===== src/rtl/dsp48e1_pkg.sv =====
// Shared constants for the DSP48E1 slice model: attribute strings and
// datapath defaults used by the P output stage and its helpers.
package dsp48e1_pkg;

   localparam int DSP_P_WIDTH = 48;
   localparam logic [DSP_P_WIDTH-1:0] DEFAULT_MASK = 48'h3FFF_FFFF_FFFF;

   localparam string PATDET_OFF = "NO_PATDET";
   localparam string PATDET_ON  = "PATDET";

   localparam string SEL_PATTERN_STATIC = "PATTERN";
   localparam string SEL_PATTERN_C      = "C";

   localparam string SEL_MASK_STATIC = "MASK";
   localparam string SEL_MASK_C      = "C";
   localparam string SEL_MASK_RM1    = "ROUNDING_MODE1";
   localparam string SEL_MASK_RM2    = "ROUNDING_MODE2";

   localparam string AUTORESET_NONE      = "NO_RESET";
   localparam string AUTORESET_MATCH     = "RESET_MATCH";
   localparam string AUTORESET_NOT_MATCH = "RESET_NOT_MATCH";

endpackage


===== src/rtl/pattern_detect_unit.sv =====
// Combinational pattern/mask selection and masked match of the ALU result
// against the pattern and its complement.
module pattern_detect_unit
   import dsp48e1_pkg::*;
#(
   parameter int                  P_WIDTH     = DSP_P_WIDTH,
   parameter logic [P_WIDTH-1:0]  PATTERN     = '0,
   parameter logic [P_WIDTH-1:0]  MASK        = P_WIDTH'(DEFAULT_MASK),
   parameter string               SEL_PATTERN = SEL_PATTERN_STATIC,
   parameter string               SEL_MASK    = SEL_MASK_STATIC
) (
   input  logic [P_WIDTH-1:0] alu_out,
   input  logic [P_WIDTH-1:0] c,
   output logic               pd_d,
   output logic               pbd_d
);

   localparam bit PAT_FROM_C = (SEL_PATTERN == SEL_PATTERN_C);
   localparam bit MSK_FROM_C = (SEL_MASK == SEL_MASK_C);
   localparam bit MSK_RM1    = (SEL_MASK == SEL_MASK_RM1);
   localparam bit MSK_RM2    = (SEL_MASK == SEL_MASK_RM2);

   logic [P_WIDTH-1:0] pat;
   logic [P_WIDTH-1:0] msk;

   always_comb begin
      pat = PAT_FROM_C ? c : PATTERN;
      msk = MASK;
      if (MSK_FROM_C) begin
         msk = c;
      end else if (MSK_RM1) begin
         msk = {~c[P_WIDTH-2:0], 1'b0};
      end else if (MSK_RM2) begin
         msk = {~c[P_WIDTH-3:0], 2'b00};
      end
   end

   // A set mask bit forces that bit position to count as a match.
   assign pd_d  = &(~(alu_out ^ pat) | msk);
   assign pbd_d = &(~(alu_out ^ ~pat) | msk);

endmodule


===== src/rtl/p_reg_detect.sv =====
// DSP48E1 output stage: P register, carry-out, P/PCOUT cascade, pattern
// detect with overflow/underflow history and auto-reset.
module p_reg_detect
   import dsp48e1_pkg::*;
#(
   parameter int                  P_WIDTH            = DSP_P_WIDTH,
   parameter int                  PREG               = 1,
   parameter string               USE_PATTERN_DETECT = PATDET_OFF,
   parameter logic [P_WIDTH-1:0]  PATTERN            = '0,
   parameter logic [P_WIDTH-1:0]  MASK               = P_WIDTH'(DEFAULT_MASK),
   parameter string               SEL_PATTERN        = SEL_PATTERN_STATIC,
   parameter string               SEL_MASK           = SEL_MASK_STATIC,
   parameter string               AUTORESET_PATDET   = AUTORESET_NONE
) (
   input  logic               clk,
   input  logic               rstp,
   input  logic               cep,
   input  logic [P_WIDTH-1:0] alu_out,
   input  logic [3:0]         alu_carry,
   input  logic [P_WIDTH-1:0] c,
   output logic [P_WIDTH-1:0] p,
   output logic [P_WIDTH-1:0] pcout,
   output logic [3:0]         carryout,
   output logic               carrycascout,
   output logic               patterndetect,
   output logic               patternbdetect,
   output logic               overflow,
   output logic               underflow
);

   localparam bit REG_EN    = (PREG == 1);
   localparam bit PATDET_EN = (USE_PATTERN_DETECT == PATDET_ON);
   localparam bit AR_MATCH  = (AUTORESET_PATDET == AUTORESET_MATCH);
   localparam bit AR_NMATCH = (AUTORESET_PATDET == AUTORESET_NOT_MATCH);

   logic               pd_d, pbd_d;
   logic               pd_en, pbd_en;
   logic [P_WIDTH-1:0] p_q;
   logic [3:0]         carry_q;
   logic               pd_q, pbd_q;
   logic               pd_past, pbd_past;
   logic               ar;

   pattern_detect_unit #(
      .P_WIDTH     (P_WIDTH),
      .PATTERN     (PATTERN),
      .MASK        (MASK),
      .SEL_PATTERN (SEL_PATTERN),
      .SEL_MASK    (SEL_MASK)
   ) u_pdu (
      .alu_out (alu_out),
      .c       (c),
      .pd_d    (pd_d),
      .pbd_d   (pbd_d)
   );

   assign pd_en  = pd_d & PATDET_EN;
   assign pbd_en = pbd_d & PATDET_EN;

   // Auto-reset looks only at registered flags, so it lands one cycle after
   // the triggering value has been visible on p.
   always_comb begin
      ar = 1'b0;
      if (REG_EN && PATDET_EN) begin
         if (AR_MATCH) begin
            ar = pd_q;
         end else if (AR_NMATCH) begin
            ar = pd_past & ~pd_q;
         end
      end
   end

   always_ff @(posedge clk) begin
      if (rstp || ar) begin
         p_q     <= '0;
         carry_q <= '0;
         pd_q    <= 1'b0;
         pbd_q   <= 1'b0;
      end else if (cep) begin
         p_q     <= alu_out;
         carry_q <= alu_carry;
         pd_q    <= pd_en;
         pbd_q   <= pbd_en;
      end
   end

   // History flags survive auto-reset so overflow can still be reported.
   always_ff @(posedge clk) begin
      if (rstp) begin
         pd_past  <= 1'b0;
         pbd_past <= 1'b0;
      end else if (cep) begin
         pd_past  <= pd_q;
         pbd_past <= pbd_q;
      end
   end

   always_comb begin
      if (REG_EN) begin
         p              = p_q;
         carryout       = carry_q;
         patterndetect  = pd_q;
         patternbdetect = pbd_q;
         overflow       = pd_past & ~pd_q & ~pbd_q;
         underflow      = pbd_past & ~pd_q & ~pbd_q;
      end else begin
         p              = alu_out;
         carryout       = alu_carry;
         patterndetect  = pd_en;
         patternbdetect = pbd_en;
         overflow       = 1'b0;
         underflow      = 1'b0;
      end
   end

   assign pcout        = p;
   assign carrycascout = carryout[3];

endmodule


===== config.mk =====
export PLATFORM = sky130hd
export DESIGN_NAME = p_reg_detect
export DESIGN_NICKNAME = d
export VERILOG_FILES = /design/src/rtl/dsp48e1_pkg.sv /design/src/rtl/pattern_detect_unit.sv /design/src/rtl/p_reg_detect.sv
export SDC_FILE = /design/constraint.sdc
export NUM_CORES = 1
export LEC_CHECK = 0
export ABC_AREA = 1
export BUFFER_PORTS_ARGS = -buffer_cell sky130_fd_sc_hd__buf_2
export CAP_MARGIN = 20
export CORE_AREA = 2 2 81 83
export CTS_BUF_LIST = sky130_fd_sc_hd__clkbuf_2
export CTS_CLUSTER_SIZE = 12
export DETAILED_ROUTE_END_ITERATION = 12
export DIE_AREA = 0 0 83 85
export HOLD_SLACK_MARGIN = 0.1
export PLACE_DENSITY = 0.95
export SLEW_MARGIN = 20
export SYNTH_ARGS = -nofsm -noshare
export SYNTH_HDL_FRONTEND = slang
export SYNTH_HIERARCHICAL = 1
export SYNTH_SLANG_ARGS = --single-unit

===== constraint.sdc =====
create_clock -name clk -period 2.1 [get_ports clk]
set_input_delay 0.315 -clock clk [delete_from_list [all_inputs] [get_ports clk]]
set_output_delay 0.315 -clock clk [all_outputs]
set_load 0.01 [all_outputs]

# Yosys cells after proc, flatten, opt, wreduce, memory -nomap -nowiden
# Cells that the tools add are included.
[word_totals] reg_bits=52 input_bits=103 output_inout_bits=105 elab_cells=2

# Logic depth before layout (Yosys ltp)
[depth] depth_word=0 ltp_mapped=6 mapped_depth_nobuf=4

# Worst setup path after synthesis
# No wires, ideal clock.
[synth_path] path_type="input to register" start="input cep" end="register p_q[0] (netlist: p[0])" setup_ps=113 t_arrival_ps=803 required_time_ps=1987 setup_slack_ps=1184 cell_stages=5 n_path_buf=3 cell_sequence="buf_6 buf_6 buf_6 nor2_1 nor2_1"
[synth_lines] item="from (decl)" line_no="p_reg_detect.sv:17" text="input logic cep,"
[synth_lines] item="to (signal assigned)" line_no="p_reg_detect.sv:80" text="p_q <= alu_out;"
[synth_lines] item="to (decl)" line_no="p_reg_detect.sv:38" text="logic [P_WIDTH-1:0] p_q;"

# Final worst setup path
[layout_path] start="register p_q[10] (netlist: p[10])" end="output p[10]"
[layout_lines] item="to (decl)" line_no="p_reg_detect.sv:21" text="output logic [P_WIDTH-1:0] p,"
# No word-level cell between the ends.

==> out/qor.yml <==
clock_latency_ps: 400
p_seq_frac: 0.579
fillers: 621
areaGrowthSynthToFinish_pct: 17.58
path_max_fanout: 3
die_w_um: 83
cts-htree-levels: 2
r2r_start: "p[5]$_SDFFE_PP0P_"
cp_num_buf_inv: 1
hpwl_mm: 4.001
switching_power_uw: 571.9
yosys_warnings: 6
cts_root_buf: "clkbuf_2"
post_cts_buffers: 0
fin_skew_ps: 0
synth_top_area_share: 0.4074
vias_per_cell: 4.184
p_int_mw: 1.337
coreArea_sq_um: 6205
route.met2.wl_mm: 2.678
grt_pass1_wl_mm: 8.300
wl_met1_mm: 2.054
clockBufferDepth: 2
setup_viol: 0
fmax_ghz: 0.7849
drtIter0Drc: 55
synthSimpleGateAreaFrac: 0.3056
yosys.area.top_type: "dfxtp_1"
min_period_over_period: 0.6067
drv_slew: 0
placed_cell_area_sq_um: 2965
rsz0062_at_grt: "false"
portBuffers: 155
dieArea_sq_um: 7055
synth-seq-cells: 52
p_clk_frac: 0.196
cts.reportedPaths.clkPinSlew_ps: 220
antenna_found_initial: 0
p_per_area_nw_per_um2: 635.4
grtUsageTotal: 0.1417
synth_area_per_cell_sq_um: 6.654
synth_commonest_cells: "nand2_1, nor2_1, buf_4"
yosysUniqueCellTypes: 10
crit_chain: "buf_2"
crit_start: "p[10]$_SDFFE_PP0P_"
max_stage_delay_ps: 410
wl_met3_um: 397
crit_arrival_ps: 960
wl_per_cell_um: 9.250
tightest_slew_ps: 770.6
detail-route-antenna-nets: 0
gr-total-overflow: 0
switching_share: 0.2996
hold_slack_ps: 166.8
synth_edf_count: 0
cpMaxStageDelayCell: "dfxtp_1"
syn_inst: 384
nets: 586
hold_buffers: 0
syn_area_sq_um: 2555
clock_sinks: 52
seq_area_frac_synth: 0.4074
vias: 2347
critPathLaunchType: "flop"
fp-row-count: 29
synth_top_family_by_area: "simple AND/OR/NAND/NOR gates"
ctsResizeCount: 0
r2r_slack_ps: 1470
hold_viol: 0
synth-xor-area-share: 0
gp_congestion: 0.7857
die_h_um: 85
endpoint_kind: "output pin"
status: "finished clean"
muxShareOfSynthArea: 0
drive_gt1_frac: 0.3430
crit_required_ps: 1780
comb_power_share: 0.226
p_leak_nw: 1.967
antenna_cells: 0
synth_fa_ha_area_frac: 0
instances_no_fill: 561
synth_top_flop_cell: "dfxtp_1"
cts_tree: "yes"
finalInstanceArea_sq_um: 3004
grt_max_degree: 44
crit_type: "reg2out"
first_pass_iters: 4
async_flop_share: 0
synth_compound_area_frac: 0
cts_made_buffers: 5
min_path_type: "in2reg"
hold_start: "alu_out[16]"
start_util: 0.4118
slew-limit-headroom: 0.4831
grt_pass1_vias: 1969
worst_ir_drop_vdd_mv: 0.3527
setup_tns_ps: 0
period_needed_ps: 1274
crit_family: "flip-flops"
dpl.cell_count: 553
highest_layer: "met4"
routed_wl_mm: 5.189
multiInputGateArea_sq_um: 795.8
regArea_sq_um: 1041
ioPinCount: 208
synth_area_leaders: "dfxtp_1, buf_4, nand2_1"
maxCapViolations: 0
drc: 0
-- through the flow --
| step | total power, mW | util | setup slack [ps] |
|---|---|---|---|
| floorplan | 1.454 | - | 1184 |
| global placement | 1.544 | 0.4779 | 418.5 |
| detailed placement | 1.561 | 0.4779 | 419.7 |
| CTS | 1.952 | 0.4842 | 770.1 |
| global route | 2.032 | 0.4842 | 712.8 |
| finish | 1.909 | 0.4842 | 826.0 |
-- sequential cells by signal (all words and copies together) (netlist names) --
| name | count |
|---|---|
| carryout | 4 |
| p | 48 |
-- power groups by stage --
| stage | logic [mW] | clock network [mW] | registers, mW |
|---|---|---|---|
| floorplan | 0.298 | 0 | 1.16 |
| global placement | 0.425 | 0 | 1.12 |
| detailed placement | 0.437 | 0 | 1.12 |
| CTS | 0.437 | 0.408 | 1.11 |
| global route | 0.481 | 0.434 | 1.12 |
| finish | 0.431 | 0.373 | 1.10 |
-- cell families after synthesis --
logic type	Yosys count
and+or+nand+nor	208
buffers and inverters	123
DFF	52
other	1
-- worst paths after layout --
check / end / depth (start not counted)
setup / recovery: p[10] / 1
hold / removal: p[16]$_SDFFE_PP0P_ / 5
setup reg to reg: p[5]$_SDFFE_PP0P_ / 2
hold reg to reg: p[16]$_SDFFE_PP0P_ / 2
-- metal layers --
layer / up-vias / global-route usage
li1: 1225 / -
met1: 1018 / 0.1502
met2: 99 / 0.2720
met3: 5 / 0.03696
met4: 0 / 0.04620
met5: - / 0
-- placed cells by master (no fill, tap or decap) --
| cell type | n |
|---|---|
| buf_2 | 154 |
| nor2_1 | 104 |
| nand2_1 | 104 |
| inv_1 | 52 |
| dfxtp_1 | 52 |
| clkbuf_2 | 7 |
| conb_1 | 4 |
| buf_4 | 3 |
| clkinv_1 | 2 |
| buf_12 | 2 |
-- final cells by class --
| class | count | share of cell area |
|---|---|---|
| multi-input combinational | 212 | 0.2649 |
| clock inverter | 1 | 0.001249 |
| sequential | 52 | 0.3465 |
| timing repair buffer | 159 | 0.2774 |
| clock buffer | 7 | 0.01166 |
| inverter | 53 | 0.06622 |
| tap | 77 | 0.03207 |
Note: power is estimated with default switching activity, not from simulation.
